### src/rtl/scan_reg_chain_pkg.sv
// Shared constants for the scan register chain: word length and scan FSM encodings.
package scan_reg_chain_pkg;

    localparam int WORD_LENGTH = 32;

    localparam logic [1:0] SCAN_IDLE  = 2'd0;
    localparam logic [1:0] SCAN_SHIFT = 2'd1;
    localparam logic [1:0] SCAN_DONE  = 2'd2;

    typedef enum logic [1:0] {
        ST_IDLE  = SCAN_IDLE,
        ST_SHIFT = SCAN_SHIFT,
        ST_DONE  = SCAN_DONE
    } scan_state_t;

endpackage

### src/rtl/scan_reg_cell.sv
// One chain register: sync reset, parallel load, and a 1-bit shift toward bit 0 (the MSB).
module scan_reg_cell #(
    parameter int                 WIDTH     = 32,
    parameter logic [0:WIDTH-1]   RESET_VAL = '0
) (
    input  logic                 clk,
    input  logic                 rst,
    input  logic                 load,
    input  logic [0:WIDTH-1]     d,
    input  logic                 shift,
    input  logic                 ser_in,
    output logic                 ser_out,
    output logic [0:WIDTH-1]     value
);

    logic [0:WIDTH-1] r;
    logic [0:WIDTH]   shifted;

    // Appending ser_in and dropping bit 0 keeps WIDTH==1 legal.
    assign shifted = {r, ser_in};

    always_ff @(posedge clk) begin
        if (!rst) begin
            r <= RESET_VAL;
        end else if (load) begin
            r <= d;
        end else if (shift) begin
            r <= shifted[1:WIDTH];
        end
    end

    assign ser_out = r[0];
    assign value   = r;

endmodule

### src/rtl/scan_reg_chain.sv
// Bank of DEPTH registers with parallel write/read and a serial scan controller (MSB of reg 0 first).
module scan_reg_chain
    import scan_reg_chain_pkg::*;
#(
    parameter int               WIDTH     = WORD_LENGTH,
    parameter int               DEPTH     = 4,
    parameter logic [0:WIDTH-1] RESET_VAL = '0,
    localparam int              SEL_W     = (DEPTH > 1) ? $clog2(DEPTH) : 1
) (
    input  logic                clk,
    input  logic                rst,
    input  logic                wr_en,
    input  logic [SEL_W-1:0]    wr_sel,
    input  logic [0:WIDTH-1]    d,
    input  logic [SEL_W-1:0]    rd_sel,
    output logic [0:WIDTH-1]    q,
    input  logic                scan_start,
    input  logic                scan_hold,
    input  logic                scan_in,
    output logic                scan_out,
    output logic                scan_busy,
    output logic                scan_done
);

    localparam int               N      = WIDTH * DEPTH;
    localparam int               CNT_W  = $clog2(N + 1);
    localparam logic [CNT_W-1:0] N_CNT  = CNT_W'(N);
    localparam logic [SEL_W:0]   DEPTH_L = (SEL_W + 1)'(DEPTH);

    scan_state_t      state;
    logic [CNT_W-1:0] cnt;
    logic             shift_en;
    logic [DEPTH:0]   link;
    logic [0:WIDTH-1] regs [DEPTH];

    // Shifting stops once cnt hits N; that cycle is spent moving to DONE.
    assign shift_en = (state == ST_SHIFT) && !scan_hold && (cnt != N_CNT);
    assign link[DEPTH] = scan_in;
    assign scan_out = link[0];

    for (genvar i = 0; i < DEPTH; i++) begin : g_cell
        scan_reg_cell #(
            .WIDTH     (WIDTH),
            .RESET_VAL (RESET_VAL)
        ) u_cell (
            .clk     (clk),
            .rst     (rst),
            .load    ((state == ST_IDLE) && wr_en && (wr_sel == SEL_W'(i))),
            .d       (d),
            .shift   (shift_en),
            .ser_in  (link[i+1]),
            .ser_out (link[i]),
            .value   (regs[i])
        );
    end

    always_comb begin
        q = RESET_VAL;
        if ({1'b0, rd_sel} < DEPTH_L) begin
            q = regs[rd_sel];
        end
    end

    always_ff @(posedge clk) begin
        if (!rst) begin
            state     <= ST_IDLE;
            cnt       <= '0;
            scan_busy <= 1'b0;
            scan_done <= 1'b0;
        end else begin
            case (state)
                ST_IDLE: begin
                    scan_done <= 1'b0;
                    if (scan_start) begin
                        state     <= ST_SHIFT;
                        scan_busy <= 1'b1;
                    end
                end
                ST_SHIFT: begin
                    if (cnt == N_CNT) begin
                        state     <= ST_DONE;
                        scan_busy <= 1'b0;
                        scan_done <= 1'b1;
                    end else if (!scan_hold) begin
                        cnt <= cnt + 1'b1;
                    end
                end
                ST_DONE: begin
                    state     <= ST_IDLE;
                    scan_done <= 1'b0;
                    cnt       <= '0;
                end
                default: begin
                    state     <= ST_IDLE;
                    cnt       <= '0;
                    scan_busy <= 1'b0;
                    scan_done <= 1'b0;
                end
            endcase
        end
    end

endmodule

### config.mk
export PLATFORM = sky130hd
export DESIGN_NAME = scan_reg_chain
export DESIGN_NICKNAME = d
export VERILOG_FILES = /design/src/rtl/scan_reg_chain_pkg.sv /design/src/rtl/scan_reg_cell.sv /design/src/rtl/scan_reg_chain.sv
export SDC_FILE = /design/constraint.sdc
export NUM_CORES = 1
export LEC_CHECK = 0
export ABC_AREA = 0
export CORE_MARGIN = 10
export CORE_UTILIZATION = 50
export CTS_BUF_LIST = sky130_fd_sc_hd__clkbuf_2
export DETAILED_ROUTE_END_ITERATION = 7
export PLACE_DENSITY_LB_ADDON = 0.08
export SLEW_MARGIN = 40
export SYNTH_ARGS = -nofsm -noshare
export SYNTH_HDL_FRONTEND = slang
export SYNTH_SLANG_ARGS = --single-unit
### constraint.sdc
create_clock -name clk -period 1.7 [get_ports clk]
set_clock_uncertainty 0.05 [all_clocks]
set_input_delay 0.17 -clock clk [delete_from_list [all_inputs] [get_ports clk]]
set_output_delay 0.17 -clock clk [all_outputs]
set_load 0.005 [all_outputs]
# Word-level counts from Yosys, hierarchy flattened
# Index checks and enable logic that the tools add are counted.
# word_totals
ff_bits	140
input_bits	42
out_inout_bits	35
wordCells	62
# classes
addsub	1
magnitude_cmp	1
eq_ne	11
n_mux	20
n_bitwise	3
n_reduce_logical	18
# ops
cell	count
32-bit 2-to-1 mux	10
32-bit binary-select mux with 2-bit select	1
8-bit 2-to-1 mux	2
8-bit case mux with 2 select lines	1
8-bit by 1-bit adder with 8-bit output (second input constant)	1
8-bit == test (second input constant)	1
8-bit inequality test (second input constant)	1
2-bit nonzero test	4
1-bit logical AND	7
2-bit == test (second input constant)	3
2-bit inequality test (second input constant)	3
3-bit AND reduction	2
2-bit by 1-bit == test with 1-bit output (second input constant)	2
2-bit logical NOT	2
2-bit 2-to-1 mux	2
2-bit case mux with 2 select lines	1
2-bit AND reduction	2
3-bit greater-or-equal comparator (second input constant)	1
2-bit inverter with 3-bit output	1
1-bit case mux with 3 select lines	1
1-bit 2-to-1 mux	2
2-bit by 1-bit inequality test with 1-bit output (second input constant)	1
1-bit inverter	2
1-bit logical NOT	1

# Logic depth before layout (Yosys ltp)
# Gate-level depths: netlist of the first run.
# logic_depth
ltp_word	5
ltp_mapped	8

# By module
# Synthesis of the first run repeated with hierarchy kept, for this count alone.
# unflattened
cells_unflattened	677
area_unflattened_um2	8500.7
# modules_own_cells
module	instances	cells_each	area_each_um2
scan_reg_cell	4	142	1785.5
scan_reg_chain	1	109	1358.8

# Least setup slack after synthesis of the first run
# OpenSTA, ideal clock, no wires.
# synth_path
path_kind	flip-flop to flip-flop
start	register cnt[0]
end	register g_cell[0].u_cell.r, in the netlist g_cell[0].u_cell.value[12]
setup_ns	0.135
t_arrival_ns	1.424
required_ns	1.515
path_slack_ns	0.091
stages_incl_launch_ff	9
path_buffers	2
synth_period_minus_slack_ns	1.609
cell_sequence	dfxtp_1 > inv_1 > ha_1 > nand4bb_4 > o211a_1 > buf_4 > clkbuf_8 > nand2_1 > a31oi_1
# synth_between
elab_chain_cells	3
# synth_rtl
element	line	text
start: declaration	scan_reg_chain.sv:31	logic [CNT_W-1:0] cnt;
start signal: assignment	scan_reg_chain.sv:85	cnt <= cnt + 1'b1;
8-bit inequality test	scan_reg_chain.sv:37	assign shift_en = (state == ST_SHIFT) && !scan_hold && (cnt != N_CNT);
1-bit logical AND	scan_reg_chain.sv:37	
2-bit nonzero test (no source line)	-	
end signal: assignment	scan_reg_cell.sv:28	r <= shifted[1:WIDTH];
end: declaration	scan_reg_cell.sv:16	logic [0:WIDTH-1] r;
# No other way between the ends.
# A chain may end at the register's enable or synchronous reset.

# Worst setup path in the final report of the first run
# layout_path
start	register g_cell[0].u_cell.r, in the netlist g_cell[0].u_cell.value[31]
end	output q[31] in the netlist's numbering
# layout_between
elab_chain_cells	3
# layout_rtl
element	line	text
32-bit binary-select mux with 2-bit select	scan_reg_chain.sv:60	q = regs[rd_sel];
32-bit 2-to-1 mux (not written as such) (2 in series)	scan_reg_chain.sv:60	
end: declaration	scan_reg_chain.sv:16	output logic [0:WIDTH-1] q,
# No other way between the ends. The select of a mux whose other input is x is not followed.

==> results.md, run 1 <==
- Die Height: about 140 um
- Layout Nets: approximately 1,100
- Net Count, Synth: 861
- DIE AREA: just under 20,000 um2
- CTS H-Tree Depth: 4
- Final wirelength: 27.6 mm
- Fin cells: around 1,200
- Number of buffers added on ports: 76
- Syn. warnings: 0
- CTS tree: yes
- Largest net degree at the start of global routing: ~130
- Uppermost layer routed: met4
- Synth Register Bits: 140
- Post-synthesis mux area share: 0.102
- Simple-Gate Fraction of Synth Area: 0.170
- Largest family of logic cells by synthesized area: compound AO/OA/AOI/OAI gates
- DR WL met3: approximately 1.9 mm
- Post-Synth Adder-Cell Area: 0.00355
- Hold path startpoint: d[29]
- Placed cell count: approximately 1,000
- Pwr Density: ~680 nW/um2
- Worst slew pin tran: roughly 0.56 ns
- Boundary Pins: 77
- Placer Congestion: 0.786
- GRT Total Usage: 0.242
- Wirelength per Cell: around 23 um
- Final count of negative-setup-slack endpoints: around 160
- Die X: around 140 um
- VDD IR max: about 0.54 mV
- Achievable frequency: 0.487 GHz
- Post-Syn Area: roughly 7000 um2
- Primary FF master, synth: dfxtp_1
- Unrepaired setup endpoints after global routing: yes
- Hold endpoint: g_cell[1].u_cell.value[29]
- Routed wl met2: between 10 and 15 mm
- Area Growth Syn to Fin: 57.4%
- Crit-path cells: mux4_2 -> buf_2
- Compound-Gate Fraction of Synth Area: 0.215
- Final worst-path cycle share: 1.21
- WP data required: between 1 and 1.5 ns
- Syn_area_per_cell: 8.63 um2
- Initial Util: 0.510
- Worst EP arrival: 1.83 ns
- Core Util, Final: 0.802
- Setup WS post-layout: -0.352 ns
- Reg2reg path depth: 9
- Dpl hpwl: ~12 mm
- CP endpoint kind: output port
- Worst-path clk slew: around 0.24 ns
- Residual DRC: 0
- XOR/XNOR share of the synthesized area: 0.00621
- Cell family with most CP delay: multiplexers
- CP max stage delay: approximately 0.48 ns
- Vias in the first global route: approximately 7,400
- Fin crit period: between 2 and 2.5 ns
- Hold Path Class: in2reg
- Status: finished with violations
- Post-synth EDFFs: 0
- Core area: 13,800 um2
- First-pass GRT wire length: 38.6 mm
- Sequential share of the synthesized area: 0.398
- Initial antenna violation count: 1
- Total power: 7.54 mW
- CP max FO: 3
- Synth unique cells: 37
- Asr flop ratio synth: 0
- Layout cells sized above 1: 0.600
- FP Rows: 43
- Critical path class: reg2out
- Root Buffer: clkbuf_2
- Top area cells in the synthesized netlist: dfxtp_1 40%, nand2_1 14%, a31oi_1 11%
- Hold Crit Depth: 3
- Antenna Nets Post-Route: 0
- Remaining Overflow, GRT: 0
- Startpoint class of the critical path: flop
- Wl on met1: 10.6 mm
- Post-synth top area share: 0.398
- Vias: slightly below 8,000
- R2R Path Start: cnt[3]
- R2r setup slk: -0.27 ns
- Bufs and invs on worst path: 1
- Yosys top cell by area: dfxtp_1
- Leak: ~4.5 nW
- Drt first pass iters: 8
- Vias per inst: ~6.3
- Slowest stage cell, crit path: mux4_2
- Reg-to-reg endpoint: g_cell[2].u_cell.value[25]
- Max_cap viols: 0
- Final-report max-slew violation count: 0
- Worst-Skew Late Latency: around 0.80 ns
- Failing checks: negative setup slack
- CTS buffer count: 17
- Relative slew margins: 0.626
- Post-Syn Instances: 817
- CTS sink count: 140
- Final Hold Fails: 0
- Max clock buf depth: 2
- DRT iter0 DRCs: around 720
## report_power, final
part,switching (mW),internal (mW),leakage [nW]
logic,0.887,0.912,3.13
clock network,1.33,0.819,0.157
registers,0.126,3.47,1.20
total,2.35,5.20,4.48
## through the flow
| stage | cell area, um2 | TNS [ns] | hold WS, ns | setup WS, ns |
|---|---|---|---|---|
| finish | 11100 | -27.07 | 0.00169 | -0.352 |
| global route | 11100 | -37.62 | 0.0188 | -0.397 |
| CTS | 9930 | -31.96 | 0.0196 | -0.347 |
| detailed placement | 7750 | -12.16 | 0.422 | -0.163 |
| global placement | 7750 | -8.53 | 0.412 | -0.0967 |
| floorplan | 7050 | 0 | 0.275 | 0.0910 |
## what timing repair did
item	CTS	global route
hold buffers	3	0
hold endpoints to repair	140	0
buffers inserted	92	33
gates resized for setup	392	251
endpoints found under the setup margin	167	163
pin swaps	167	188
cloned	27	6
## state kept, by name, indices dropped and copies added, names as in the netlist
| name | cells |
|---|---|
| scan_busy | 1 |
| scan_done | 1 |
| state | 2 |
| cnt | 8 |
| g_cell.u_cell.value | 128 |
## cell families (layout without fill, tap and decap cells)
group                      count (synthesis)  after routing
xor gates and xnor gates                   5              5
adders and majority gates                  2              2
and+or+nand+nor                          293            293
other                                      0              1
DFF                                      140            140
buffers and inverters                     79            294
AOI/OAI and AO/OA                        266            267
muxes                                     32             32
## area by class of cell
class | count | area (um2)
antenna | 1 | 2.50
multi-input combinational | 599 | 4720
sequential | 140 | 2970
inverter | 3 | 11.3
timing repair buffer | 259 | 2920
clock inverter | 13 | 150
tap | 180 | 225
clock buffer | 19 | 95.1
fill | 799 | 2740
## worst max-delay path by stage
stage	start	endpoint	slack, ns	depth (start not counted)
finish	g_cell[0].u_cell.value[31]	q[31]	-0.35	2
global route	g_cell[2].u_cell.value[20]	q[20]	-0.40	2
CTS	g_cell[3].u_cell.value[9]	q[9]	-0.35	2
detailed placement	cnt[0]	g_cell[0].u_cell.value[7]	-0.16	7
global placement	rd_sel[1]	q[0]	-0.1	4
floorplan	cnt[0]	g_cell[0].u_cell.value[12]	0.09	8
## cells in the mapped netlist, types with 5 or more instances
cell,instances
nand2_1,259
dfxtp_1,140
o21ai_0,130
a31oi_1,128
mux4_2,32
clkbuf_1,26
clkbuf_8,18
nor2_1,12
buf_12,11
buf_2,9
buf_6,6
nand4_1,5
xor2_1,5
## worst reg2reg max path, stage by stage (launching register included)
cell and delay (ns):
dfxtp_2 0.37, or3_4 0.38, buf_6 0.13, o211ai_4 0.16, buf_12 0.17, buf_12 0.13
buf_8 0.12, buf_16 0.14, nand2_4 0.06, a31oi_1 0.19
## metal layers
| metal | vias to the layer above | global-route usage |
|---|---|---|
| met3 | 125 | 0.0572 |
| met5 | - | 0 |
| li1 | 3371 | - |
| met4 | 0 | 0.102 |
| met2 | 422 | 0.405 |
| met1 | 3771 | 0.290 |
## cells in the final DEF (no fill, tap or decap), drive strengths merged, types with 2 or more instances in the layout
cell type,synthesis,layout
clkbuf,44,25
nor2,12,12
a21oi,4,4
dlygate4sd3,0,3
dfxtp,140,140
o21ai,130,130
o211a,1,2
clkinv,0,9
bufinv,0,3
mux4,32,32
ha,2,2
a31oi,128,128
and3,3,3
buf,28,210
or3,2,2
dlygate4sd2,0,2
nand3,3,3
nand4,6,6
clkdlybuf4s50,0,38
nand2,260,260
xor2,5,5
inv,3,3
Note: power is estimated with default switching activity, not from simulation.
==> run 2, diff against run 1 <==
Settings changed: CAP_MARGIN from default to 20.
Clock period 1.7 ns to 2.1 ns, I/O delays scaled along.
==> run 2 against run 1 <==
Against the previous run: the flow now finishes without violations; clock power is 21% lower; first-iteration DRC count is 29% lower; register-to-register slack better by 0.47 ns; via count is 16% lower; critical path type unchanged; largest power group unchanged; highest routed layer unchanged.
==> results.md, run 2 (synthesis results as in run 1) <==
- Placer Congestion: 0.788 (+0.24%)
- CP endpoint kind: output port
- Layout cells sized above 1: 0.275 (-0.325)
- Hold path startpoint: d[3]
- Net Sw Frac: 0.285 (-0.0259)
- Hold_ws: 0.145 ns (+0.143 ns)
- Fillers: 1,225 (+53%)
- Core area: 13,800 um2 (unchanged)
- Critical path class: reg2out
- Largest net degree at the start of global routing: 129 (unchanged)
- Status: finished, final reports clean
- CTS tree: yes
- GRT Total Usage: 0.186 (-0.0551)
- Dpl hpwl: 11.1 mm (-5.4%)
- Fin area: 8220 um2 (-26%)
- CTS H-Tree Depth: 4 (unchanged)
- Dpl cell area: 7570 um2 (-2.4%)
- Wirelength per Cell: 16.8 um (-26%)
- Fin cells: 1,101 (-9.3%)
- Layout Nets: 953 (-10%)
- Largest register FFs: 128 (unchanged)
- TNS Setup: 0 ns (+27.07 ns)
- WP data required: 1.84 ns (+0.36 ns)
- Most frequent cells in the layout: 259 x nand2_1, 130 x o21ai_0, 128 x a31oi_1, 78 x dfxtp_2, 62 x dfxtp_1
- Reg-to-reg endpoint: g_cell[1].u_cell.value[22]
- Worst slack at placement: 0.159 ns (+0.321 ns)
- Area Growth Syn to Fin: 16.7%
- Relative slew margins: 0.668 (+0.0414)
- Worst-Skew Late Latency: 0.70 ns (-0.10 ns)
- Final worst-path cycle share: 0.949
- Hold endpoint: g_cell[2].u_cell.value[3]
- Max_cap viols: 0 (unchanged)
- Internal power: 3.85 mW (-26%)
- Unrepaired setup endpoints after global routing: no
- Setup WS post-layout: 0.108 ns (+0.460 ns)
- VDD IR max: 0.363 mV (-33%)
- Antenna Nets Post-Route: 0 (unchanged)
- Leak: 2.87 nW (-36%)
- Fin crit period: 1.99 ns
- Sequential Power Share: 0.537 (+0.061)
- Final Hold Fails: 0 (unchanged)
- Reg2reg path depth: 7 (-2)
- Number of buffers added on ports: 76 (unchanged)
- Boundary Pins: 77 (unchanged)
- R2r setup slk: 0.20 ns (+0.47 ns)
- Max clock buf depth: 2 (unchanged)
- Gate power share: 0.149 (-0.090)
- Die X: 139 um (unchanged)
- Root Buffer: clkbuf_2
- DRT iter0 DRCs: 514 (-29%)
- DIE AREA: 19,200 um2 (unchanged)
- Commonest non-fill, non-tap cell in the layout: nand2_1
- Achievable frequency: between 0.5 and 0.6 GHz
- Initial antenna violation count: 0 (-1)
- Hold Crit Depth: 3 (unchanged)
- FP Rows: 43 (unchanged)
- Startpoint class of the critical path: flop
- Remaining Overflow, GRT: 0 (unchanged)
- Vias per inst: 5.88 (-7.1%)
- Clock network power share: 0.314 (+0.029)
- Placed cell count: 1,013 (-1.9%)
- First-pass GRT wire length: 30.6 mm (-21%)
- Final count of negative-setup-slack endpoints: 0 (-100%)
- CTS buffer count: 17 (unchanged)
- Sw Pwr: 1.54 mW (-35%)
- CTS sink count: 140 (unchanged)
- Vias in the first global route: 6,307 (-15%)
- Core Util, Final: 0.595 (-0.207)
- CP max FO: 2 (-1)
- Worst EP arrival: 1.73 ns (-0.10 ns)
- Worst-path clk slew: 0.23 ns (about the same)
- Initial Util: 0.510 (unchanged)
- Crit path launch: g_cell[3].u_cell.value[26]
- Total power: 5.39 mW (-29%)
- Hold Path Class: in2reg
- Die Height: 139 um (unchanged)
- Worst slew pin tran: 0.499 ns (-0.0622 ns)
- Drt first pass iters: 6 (-2)
- Final-report max-slew violation count: 0 (unchanged)
- R2R Path Start: cnt[0]
- Final wirelength: 18.4 mm (-33%)
- Antenna Cells: 0 (-1)
- Vias: 6,479 (-16%)
- Pwr Density: 655 nW/um2 (-3.7%)
- Residual DRC: 0 (unchanged)
==> run 2: timing repair <==
item	CTS	global route
pin swaps	0	1
resized for setup	146	34
buffers inserted	51	3
endpoints found under the setup margin	32	36
hold buffers	3	0
endpoints found under the hold margin	65	0
==> run 2: layer usage <==
metal,vias to the layer above,part of all wire,GRT usage
met4,0,0.014,0.0692
li1,3103,-,-
met2,202,0.50,0.311
met5,-,0,0
met1,3150,0.43,0.228
met3,24,0.053,0.0449
==> run 2: power groups by stage <==
| stage | registers [mW] | clock network (mW) | logic [mW] |
|---|---|---|---|
| floorplan | 2.91 | 0 | 0.517 |
| global placement | 2.94 | 0 | 0.726 |
| detailed placement | 2.95 | 0 | 0.744 |
| CTS | 2.89 | 1.75 | 0.809 |
| global route | 2.91 | 1.84 | 0.887 |
| finish | 2.89 | 1.69 | 0.805 |
==> run 2: critical path: stages, from the launching register on <==
cell and delay (ns):
dfxtp_2 0.36, mux4_2 0.47, clkdlybuf4s15_1 0.22
==> run 2: layout make-up <==
cell class | instances | area [um2] | area share
Multi-Input combinational cell | 598 | 3510 | 0.427
Timing Repair Buffer | 149 | 1320 | 0.160
Sequential cell | 140 | 2900 | 0.353
Inverter | 3 | 11.3 | 0.00137
Clock inverter | 14 | 173 | 0.0210
Tap cell | 180 | 225 | 0.0274
Clock buffer | 17 | 85.1 | 0.0103
==> run 2: how the worst max path moves through the flow <==
stage                                       endpoint  slack, ns  cells past startpoint
after floorplan                                q[10]       0.49                      3
after global placement                         q[29]       0.18                      4
after detailed placement  g_cell[1].u_cell.value[31]       0.16                      6
after CTS                                       q[8]     0.0009                      2
after global routing      g_cell[1].u_cell.value[22]     0.0007                      7
final                                          q[26]       0.11                      2
==> RTL change: new RTL, config.mk and constraints of run 2 <==
`DEPTH`: 4 -> 8.
--- a/src/rtl/scan_reg_chain.sv
+++ b/src/rtl/scan_reg_chain.sv
@@ -3,7 +3,7 @@
     import scan_reg_chain_pkg::*;
 #(
     parameter int               WIDTH     = WORD_LENGTH,
-    parameter int               DEPTH     = 4,
+    parameter int               DEPTH     = 8,
     parameter logic [0:WIDTH-1] RESET_VAL = '0,
     localparam int              SEL_W     = (DEPTH > 1) ? $clog2(DEPTH) : 1
 ) (
Ports: changed (resized rd_sel and wr_sel); port bits go from 77 to 79. The function was not compared with the original's and may differ.
==> RTL change against run 2 <==
- power up 100%
- setup slack lost 0.39 ns
- utilization is 12 points higher
- the run now ends with negative setup slack left
- area after synthesis rose by 87%
- cell area rose by 130%
- sequential cell count rose by 129
- sequential share of layout area fell by 5.1 points
- wire length up 140%
==> RTL change: results (changes against run 2) <==
Status
The run finished, with violations left. The checks that failed: negative setup slack.

Pwr
The relative contribution of sequential cells to total power is 49.3% (-4.4 points). The leakage power total is 6.71 nW (+130%). The power dissipated in sequential cells is 5.43 mW (+88%). The combinational cell power is 1.82 mW (+130%). The switching fraction of total power was 30.4% (+1.8 points).

The worst IR drop on VDD was 0.377 mV (+3.8%).

STA
The total negative setup slack is -13.87 ns (-13.87 ns). The number of setup violations in the final report is 207 (+207). The relative max-transition margin is 67.5% (+0.80 points). The setup slack after layout was -0.287 ns (-0.395 ns).

Yosys
The adder-cell area share of the yosys netlist is 0.190% (-0.17 points). Sorting the synthesized cells by how often they occur yields sky130_fd_sc_hd__nand2_1, sky130_fd_sc_hd__dfxtp_1, sky130_fd_sc_hd__o21ai_0, sky130_fd_sc_hd__a31oi_1, sky130_fd_sc_hd__clkbuf_1. After synthesis, the cell types taking the most area are sky130_fd_sc_hd__dfxtp_1, sky130_fd_sc_hd__nand2_1, sky130_fd_sc_hd__a31oi_1.

The number of distinct library cell variants in the gate-level netlist after synthesis is 35 (-5.4%). The post-synthesis compound-gate area fraction is 22.4% (+0.91 points). The mean post-synth cell area is 8.18 µm² (-5.2%). The portion of the post-synthesis area used by sequential elements is 40.8% (+1.0 points).

Route
The routed metal-1 wire length is 18.2 mm (+130%). The final routed wirelength across all metal layers came to 44.1 mm (+140%). The length of the first detailed-routing pass in iterations is 8 (+2). The number of vias per cell is 6.15 (+4.5%). The number of vias in the routed layout is 13535 (+110%). The sum of met3 wire segment lengths after detailed routing is 2.86 mm (+190%).

Setup path
The critical path starts at g_cell[6].u_cell.value[24]. The data arrival time of the critical path is 2.13 ns (+0.40 ns).

Placement
The post-placement cell count is 1937 (+91%).

Global route
The met2 track demand over resource is 37.8% (+6.7 points). The initial antenna violation count was 1 (+1). The met1 routing resource usage after global routing is 30.3% (+7.4 points).

The total global-route track usage is 23.4% (+4.8 points).

Finish
The share of layout cells above drive strength 1 is 46.2% (+19 points). The number of fill cells is 1947 (+59%). The post-synthesis to final-layout area growth is 40.9%.

CTS
The CTS clock-pin slew for the worst setup and hold paths is 0.10 ns (-0.13 ns). The CTS buffer count came to 74 (+57).
[RTL change: cell count changes in the layout (fill, tap and decap cells not counted), moves of 23 or more]
cell                       delta
sky130_fd_sc_hd__nand2_4     +92
sky130_fd_sc_hd__dfxtp_2     +98
sky130_fd_sc_hd__o21ai_0    +128
sky130_fd_sc_hd__a31oi_4     +23
sky130_fd_sc_hd__buf_6       +38
sky130_fd_sc_hd__buf_4       +70
sky130_fd_sc_hd__clkbuf_2    +76
sky130_fd_sc_hd__mux2_4      +29
sky130_fd_sc_hd__nand2_2     +99
sky130_fd_sc_hd__a31oi_1    +102
sky130_fd_sc_hd__nand2_1     +69
sky130_fd_sc_hd__dfxtp_1     +29
sky130_fd_sc_hd__buf_12      +25
sky130_fd_sc_hd__mux4_2      +32
[RTL change: area by class of cell]
class | instances | area share [%]
Multi-Input combinational cell | 1187 | 45.8
Sequential cell | 269 | 30.2
Timing Repair Buffer | 286 | 18.4
Clock buffer | 112 | 3.01
Tap cell | 335 | 2.25
Clock inverter | 7 | 0.289
Inverter | 4 | 0.0807
Antenna cell | 1 | 0.0135
[RTL change: what timing repair did]
item,in CTS,in global routing
setup buffers,102,11
gates cloned,6,26
endpoints found under the hold margin,258,0
pin swaps,8,348
resized for setup,357,381
hold buffers,3,0
setup endpoints to repair,188,249
[RTL change: worst paths after layout]
| kind | end | slack [ns] | cells past startpoint |
|---|---|---|---|
| max reg2reg | g_cell[7].u_cell.value[6] | -0.13 | 10 |
| min reg2reg | g_cell[6].u_cell.value[31] | 0.40 | 2 |
| max | q[24] | -0.29 | 3 |
| min | g_cell[7].u_cell.value[23] | 0.13 | 3 |
[RTL change: critical path: cells and delay by family (launching register included)]
family / cells / cell delay (ns)
flops: 1 / 0.36
buf+inv: 1 / 0.12
mux: 2 / 0.77
